$ cat config.mk
export PLATFORM = sky130hd
export DESIGN_NAME = pkt_fifo
export DESIGN_NICKNAME = d
export VERILOG_FILES = /design/src/rtl/pkt_fifo_pkg.sv /design/src/rtl/fifo_ram.sv /design/src/rtl/pkt_fifo.sv
export SDC_FILE = /design/constraint.sdc
export NUM_CORES = 1
export LEC_CHECK = 0
export CAP_MARGIN = 10
export CORE_MARGIN = 3
export CORE_UTILIZATION = 40
export DETAILED_ROUTE_END_ITERATION = 6
export PLACE_DENSITY_LB_ADDON = 0.2
export SKIP_LAST_GASP = 1
export SLEW_MARGIN = 20
export SYNTH_ARGS = -nofsm -noshare
export SYNTH_HDL_FRONTEND = slang
export SYNTH_HIERARCHICAL = 1
export SYNTH_SLANG_ARGS = --single-unit
$ cat constraint.sdc
create_clock -name clk -period 10.67 [get_ports clk]
set_input_delay 1.067 -clock clk [delete_from_list [all_inputs] [get_ports clk]]
set_output_delay 1.067 -clock clk [all_outputs]
set_load 0.02 [all_outputs]
$ cat src/rtl/pkt_fifo_pkg.sv
// Shared constants and helpers for the packet FIFO: default parameters and
// the pointer width (address bits plus one wrap bit).
package pkt_fifo_pkg;

  localparam int DEF_DATA_W    = 8;
  localparam int DEF_DEPTH     = 16;
  localparam int DEF_AF_MARGIN = 2;

  // Pointer width for a given depth: log2(depth) address bits plus a wrap bit.
  function automatic int ptr_width(input int depth);
    return $clog2(depth) + 1;
  endfunction

endpackage : pkt_fifo_pkg

$ cat src/rtl/fifo_ram.sv
// DEPTH x DATA_W register array with one synchronous write port and one
// asynchronous (combinational) read port.
module fifo_ram #(
  parameter int DATA_W = 8,
  parameter int DEPTH  = 16,
  parameter int AW     = $clog2(DEPTH)
) (
  input  logic              clk,
  input  logic              we,
  input  logic [AW-1:0]     waddr,
  input  logic [DATA_W-1:0] wdata,
  input  logic [AW-1:0]     raddr,
  output logic [DATA_W-1:0] rdata
);

  logic [DATA_W-1:0] mem [DEPTH];

  // NOTE: storage is deliberately not reset; validity is tracked by the
  // pointers, and leaving the array resetless lets it map onto plain flops/RAM.
  always_ff @(posedge clk) begin
    if (we) mem[waddr] <= wdata;
  end

  assign rdata = mem[raddr];

endmodule : fifo_ram

$ cat src/rtl/pkt_fifo.sv
// Packet FIFO: words are written speculatively and become visible to the
// reader only on commit; a discard rolls the write pointer back.
module pkt_fifo
  import pkt_fifo_pkg::*;
#(
  parameter int DATA_W    = DEF_DATA_W,
  parameter int DEPTH     = DEF_DEPTH,   // power of two, >= 4
  parameter int AF_MARGIN = DEF_AF_MARGIN
) (
  input  logic                     clk,
  input  logic                     n_rst,
  input  logic                     w_enable,
  input  logic [DATA_W-1:0]        w_data,
  input  logic                     w_commit,
  input  logic                     w_discard,
  input  logic                     r_enable,
  output logic [DATA_W-1:0]        r_data,
  output logic                     empty,
  output logic                     full,
  output logic                     almost_full,
  output logic [$clog2(DEPTH):0]   count,
  output logic [$clog2(DEPTH):0]   pending,
  output logic                     overflow,
  output logic                     underflow
);

  localparam int PW = ptr_width(DEPTH);
  localparam int AW = PW - 1;

  typedef logic [PW-1:0] ptr_t;

  localparam ptr_t DEPTH_P = ptr_t'(DEPTH);
  localparam ptr_t AF_P    = ptr_t'(AF_MARGIN);

  ptr_t wr_ptr_q, wr_ptr_d;
  ptr_t cm_ptr_q, cm_ptr_d;
  ptr_t rd_ptr_q, rd_ptr_d;
  logic overflow_q, overflow_d;
  logic underflow_q, underflow_d;

  ptr_t occupancy;
  ptr_t free_slots;
  logic wr_accept;
  logic rd_accept;
  logic [DATA_W-1:0] ram_rdata;

  // Occupancy counts pending words so a speculative packet cannot be
  // overwritten; the read side looks only at the committed pointer.
  assign count       = cm_ptr_q - rd_ptr_q;
  assign pending     = wr_ptr_q - cm_ptr_q;
  assign occupancy   = wr_ptr_q - rd_ptr_q;
  assign free_slots  = DEPTH_P - occupancy;
  assign empty       = (count == '0);
  assign full        = (occupancy == DEPTH_P);
  assign almost_full = (free_slots <= AF_P);
  assign overflow    = overflow_q;
  assign underflow   = underflow_q;

  assign wr_accept = w_enable & ~full & ~w_discard;
  assign rd_accept = r_enable & ~empty;

  // NOTE: every always_comb output gets a default first so no path leaves it
  // unassigned, which would otherwise infer a latch.
  always_comb begin
    wr_ptr_d    = wr_ptr_q;
    cm_ptr_d    = cm_ptr_q;
    rd_ptr_d    = rd_ptr_q;
    overflow_d  = 1'b0;
    underflow_d = 1'b0;

    if (w_discard) begin
      wr_ptr_d = cm_ptr_q;
    end else begin
      if (wr_accept) wr_ptr_d = wr_ptr_q + ptr_t'(1);
      if (w_commit)  cm_ptr_d = wr_ptr_d;
      overflow_d = w_enable & full;
    end

    if (rd_accept) rd_ptr_d = rd_ptr_q + ptr_t'(1);
    underflow_d = r_enable & empty;
  end

  // NOTE: sequential state uses non-blocking assignments so every flop
  // samples its pre-edge inputs, independent of statement order.
  always_ff @(posedge clk or negedge n_rst) begin
    if (!n_rst) begin
      wr_ptr_q    <= '0;
      cm_ptr_q    <= '0;
      rd_ptr_q    <= '0;
      overflow_q  <= 1'b0;
      underflow_q <= 1'b0;
    end else begin
      wr_ptr_q    <= wr_ptr_d;
      cm_ptr_q    <= cm_ptr_d;
      rd_ptr_q    <= rd_ptr_d;
      overflow_q  <= overflow_d;
      underflow_q <= underflow_d;
    end
  end

  fifo_ram #(
    .DATA_W (DATA_W),
    .DEPTH  (DEPTH),
    .AW     (AW)
  ) u_ram (
    .clk   (clk),
    .we    (wr_accept),
    .waddr (wr_ptr_q[AW-1:0]),
    .wdata (w_data),
    .raddr (rd_ptr_q[AW-1:0]),
    .rdata (ram_rdata)
  );

  assign r_data = empty ? '0 : ram_rdata;

endmodule : pkt_fifo

**Word-level counts from Yosys, hierarchy flattened**

Memories as Yosys holds them, arrays and structs flattened.
Index checks and enable logic that the tools add are counted.

- Reductions and logical operators: 2
- Bitwise gates (word level): 8
- Multiplexer cells: 6
- Order comparisons: 1
- Equality and inequality tests: 1
- $add $sub $neg: 6

Operators with widths:

| kind | number |
|---|---|
| $sub 5x5->5 | 3 |
| $add 5x1->5 const B | 2 |
| $mux 5 | 2 |
| $mux 8 | 1 |
| $and 1x1->1 | 5 |
| $eq 5x5->1 const B | 1 |
| $le 5x2->1 const B | 1 |
| $logic_not 5->1 | 1 |
| $sub 5x5->5 const A | 1 |
| $mux 1 | 3 |
| $not 1->1 | 3 |
| $reduce_and 2->1 | 1 |

- Logic and storage cells: 30
- RAM bits: 128
- Memories kept: 1
- Output and inout port bits: 23
- Register bits after elaboration: 17

Memory list:

| memory | depth | width | rd ports | clocked after Yosys merged registers in | wr ports | RTL line | source |
|---|---|---|---|---|---|---|---|
| u_ram.mem | 16 | 8 | 1 | 0 | 1 | fifo_ram.sv:16 | `logic [DATA_W-1:0] mem [DEPTH];` |

**Depth between registers and ports, before layout**

- Word-level depth: 7
- Depth in mapped cells: 12

**Cells and area by module**

The synthesis kept the hierarchy.

By module, submodules not included:

| module | cells an instance | area an instance (um^2) | times used | seq. area each (um^2) |
|---|---|---|---|---|
| fifo_ram | 221 | 4987.3 | 1 | 3843.7 |
| pkt_fifo | 149 | 1441.4 | 1 | 425.4 |

**Worst setup path before layout**

No wires, ideal clock.

- Kind: register to register
- Start: register wr_ptr_q[0]
- End: memory u_ram.mem[0][0] (enable)
- Arrival: 3461 ps
- Path slack: 6826 ps
- Cell stages (with the launch flop): 10
- Library setup time: 383 ps
- Clock period less this slack: 3844 ps
- Cells stage by stage: dfrtp_1 > inv_1 > ha_1 > fa_1 > ha_1 > o211a_1 > ha_1 > nor3b_2 > or3b_2 > nor3_1

- Cells in the longest elaborated chain, start to end: 7

RTL lines:

| what | RTL line | source |
|---|---|---|
| from (decl) | pkt_fifo.sv:35 | `ptr_t wr_ptr_q, wr_ptr_d;` |
| from (signal assigned) | pkt_fifo.sv:93 | `wr_ptr_q <= wr_ptr_d;` |
| $sub 5x5->5 | pkt_fifo.sv:51 | `assign occupancy = wr_ptr_q - rd_ptr_q;` |
| $eq 5x5->1 | pkt_fifo.sv:54 | `assign full = (occupancy == DEPTH_P);` |
| net full | pkt_fifo.sv:19 | `output logic full,` |
| $not 1->1 | pkt_fifo.sv:59 | `assign wr_accept = w_enable & ~full & ~w_discard;` |
| $and 1x1->1 (2 in a row) | pkt_fifo.sv:59 |  |
| net wr_accept | pkt_fifo.sv:43 | `logic wr_accept;` |
| $mux 1 | fifo_ram.sv:21 | `if (we) mem[waddr] <= wdata;` |
| $mux 1 (not written as such) | fifo_ram.sv:21 |  |
| to (decl) | fifo_ram.sv:16 |  |

The timed path passes the listed nets, and every way through them passes these cells.

**Worst setup path after layout**

- Start: register rd_ptr_q[0]
- End: output port almost_full

- Cells in the longest elaborated chain, start to end: 3

RTL lines:

| what | RTL line | source |
|---|---|---|
| from (decl) | pkt_fifo.sv:37 | `ptr_t rd_ptr_q, rd_ptr_d;` |
| from (signal assigned) | pkt_fifo.sv:95 | `rd_ptr_q <= rd_ptr_d;` |
| $sub 5x5->5 | pkt_fifo.sv:51 |  |
| $sub 5x5->5 | pkt_fifo.sv:52 | `assign free_slots = DEPTH_P - occupancy;` |
| $le 5x2->1 | pkt_fifo.sv:55 | `assign almost_full = (free_slots <= AF_P);` |
| to (decl) | pkt_fifo.sv:20 | `output logic almost_full,` |

No other way between the ends.

==> flow_metrics.py <==
metrics = {
    "detailed_routing": {
        "drtAntennaViolNets": 0,
        "wl_mm": 12.9,
        "drt-initial-drc-count": 201,
        "wire_per_inst_um": 20.2,
        "route.detailed.drc": 0,
        "avgViaCountPerCell": 5.23,
        "vias": 3340,
        "dr.pass1.iters": 4,
    },
    "sta": {
        "skew_ns": 0.00792,
        "finalHoldViolCount": 0,
        "fmax_mhz": 207,
        "slew_headroom_pct": 28.9,
        "fin_ws_ns": 5.85,
        "timing.hold.ws_ns": 0.553,
        "timing.final.crit_period_ns": 4.82,
        "fin_crit_sh_pct": 45.2,
        "rsz0062_at_grt": "false",
        "final_max_slew_viol_count": 0,
        "setup_tns_ns": 0,
        "setup_viol_count_final": 0,
        "tightestPinTransition_ns": 1.06,
    },
    "global_routing": {
        "grt_antenna_before_repair": 0,
        "grt_pass1_wl_mm": 20.2,
        "first_global_vias": 3460,
        "grt_max_degree": 38,
        "grt_util_all_layers_pct": 15.5,
        "grt_overflow": 0,
    },
    "worst_setup_path": {
        "cp_top_family": "buffers and inverters",
        "crit_chain": "buf_4 -> ha_1 -> fa_1 -> ha_1 -> o21ai_0 -> or3b_1 -> a221oi_2 -> clkdlybuf4s50_1",
        "slowest_delay_ns": 0.64,
        "worstSetupStartpointType": "flop",
        "end_kind": "output pin",
        "worst-setup-path-type": "flop to output pin",
        "critPathRequiredTime_ns": 9.60,
        "rr_startpoint": "rd_ptr_q[1]$_DFFE_PN0P_",
        "path_buf_inv": 2,
        "startpoint": "rd_ptr_q[0]$_DFFE_PN0P_",
        "critPathSlowestCell": "clkdlybuf4s50_1",
        "arrival_ns": 3.75,
        "crit_top_cell": "ha_1",
        "cp_max_fo": 37,
    },
    "power": {
        "p_per_area_nw_per_um2": 320,
        "max-vdd-ir-drop_mv": 0.266,
        "leakage_nw": 2.67,
        "finalPower_mw": 2.43,
    },
    "floorplanning": {
        "fp.coreArea_um2": 15500,
        "die_h_um": 133,
        "ios": 37,
        "start_util_pct": 41.5,
        "rows": 45,
        "die_x_um": 133,
        "die-area_um2": 17600,
    },
    "clock_tree": {
        "cts_root_buf": "clkbuf_16",
        "cts.sinks": 145,
        "htreeDepth": 4,
        "cts_setup_buffers": 0,
        "clk_latency_ns": 0.41,
        "ctsHoldBuffers": 0,
        "clk_pin_slew_ns": 0.06,
        "cts_tree": "yes",
        "cts_buffers": 17,
        "cts_resized": 0,
        "cts_buffer_depth": 2,
    },
    "min_path": {
        "hold_path.startpoint": "rd_ptr_q[4]$_DFFE_PN0P_",
        "hp-class": "flop to flop",
    },
    "placement": {
        "finalWeightedCongestion": 0.777,
        "post-dp-hpwl_mm": 8.15,
        "placed_area_um2": 6980,
        "pre_cts_slack_ns": 5.94,
        "io_buffers": 36,
    },
    "final_layout": {
        "area_growth_pct": 18.1,
        "drive_gt1_share_pct": 17.3,
        "fin_area_um2": 7590,
        "n_antenna_cell": 0,
        "final_common_cell": "edfxtp_1",
        "nets": 449,
        "layout_common_cells": "edfxtp_1 (128), clkdlybuf4s50_1 (36), inv_1 (21), nor2_1 (21), mux4_2 (18)",
    },
    "synth": {
        "synth-seq-cells": 145,
        "synthesis.area_um2": 6430,
        "synth_cell_types": 49,
        "synth_nets": 404,
        "synthCells": 370,
        "yosys_warnings": 6,
        "avgSynthCellArea_um2": 17.4,
        "yosysSeqAreaShare_pct": 66.4,
    },
    "flow_run": {
        "drv_cap": 0,
    },
    "outcome": {
        "status": "complete, no violations",
    },
}
final timing paths:
path / endpoint / slack [ns] / depth (start not counted)
setup / recovery: almost_full / 5.85 / 8
max in group asynchronous: rd_ptr_q[0]$_DFFE_PN0P_ / 8.97 / 1
hold reg to reg: rd_ptr_q[4]$_DFFE_PN0P_ / 0.55 / 1
min in group asynchronous: rd_ptr_q[4]$_DFFE_PN0P_ / 1.13 / 1
hold / removal: rd_ptr_q[4]$_DFFE_PN0P_ / 0.55 / 1
setup reg to reg: u_ram/mem[2][1]$_DFFE_PP_ / 6.22 / 11
through the flow:
| stage | util [%] | cells |
|---|---|---|
| after floorplan | - | 370 |
| after global placement | 45.1 | 607 |
| after detailed placement | 45.1 | 607 |
| after CTS | 49.0 | 639 |
| after global routing | 49.1 | 639 |
| final | 49.1 | 639 |
synth_stat cells (all sizes together):
master         number  area share [%]
and2b               1            0.12
nor2               21             1.2
fa                  3            0.93
nand4               4            0.39
nand2              13            0.76
xnor2              14             2.0
a22oi              16             1.9
mux4               32              12
o2111ai             1            0.14
ha                 17             3.3
a21o                3            0.35
a21boi              2            0.29
nor3b               2            0.31
a221oi              1            0.23
a21oi              16             1.3
o21ai               5            0.39
nor4                2            0.19
nor2b              10             1.3
mux2                4            0.76
xor2                5            0.80
clkdlybuf4s25       3            0.47
dfrtp              17             6.6
nor3                4            0.31
nand3               1           0.078
and2                3            0.33
edfxtp            128              60
nand3b              3            0.35
buf                 8             1.1
and3                1           0.097
clkbuf              2            0.12
and3b               1            0.14
or3b                2            0.27
o211a               1            0.16
inv                21             1.2
nand2b              3            0.29
power breakdown:
part | internal, mW | switching [mW]
clock | 0.371 | 0.233
combinational | 0.522 | 0.589
sequential | 0.669 | 0.0448
total | 1.56 | 0.866
cell type report:
type	instances	area [µm²]
fillers	1302	7890
flip-flops and latches	145	4270
multi-input cells	191	1990
clock buffers	17	425
repair buffers	39	383
well taps	211	264
clock inverters	15	183
inverters	21	78.8
flip-flops by register name, summed over array words and instances, names as in the netlist:
signal     flops
overflow       1
cm_ptr_q       5
rd_ptr_q       5
underflow      1
wr_ptr_q       5
u_ram/mem    128
layer usage:
layer,vias up,wire length [µm],GRT usage [%],part of all wire (%)
met5,-,0,0,0
met2,80,6530,24.9,50
li1,1548,-,-,-
met4,0,133,5.20,1.0
met3,9,558,3.88,4.3
met1,1703,5720,20.8,44
logic make-up after synthesis:
family                   Yosys count  share of synthesized area (%)
AO/OA/AOI/OAI                     45                           4.73
XOR/XNOR                          19                           2.82
adder cells (fa/ha/maj)           20                           4.24
buffers and inverters             34                           2.86
flip-flops                       145                           66.4
multiplexers                      36                           12.8
AND/OR/NAND/NOR                   71                           6.15
No activity file was read; power rests on OpenSTA's default activity.
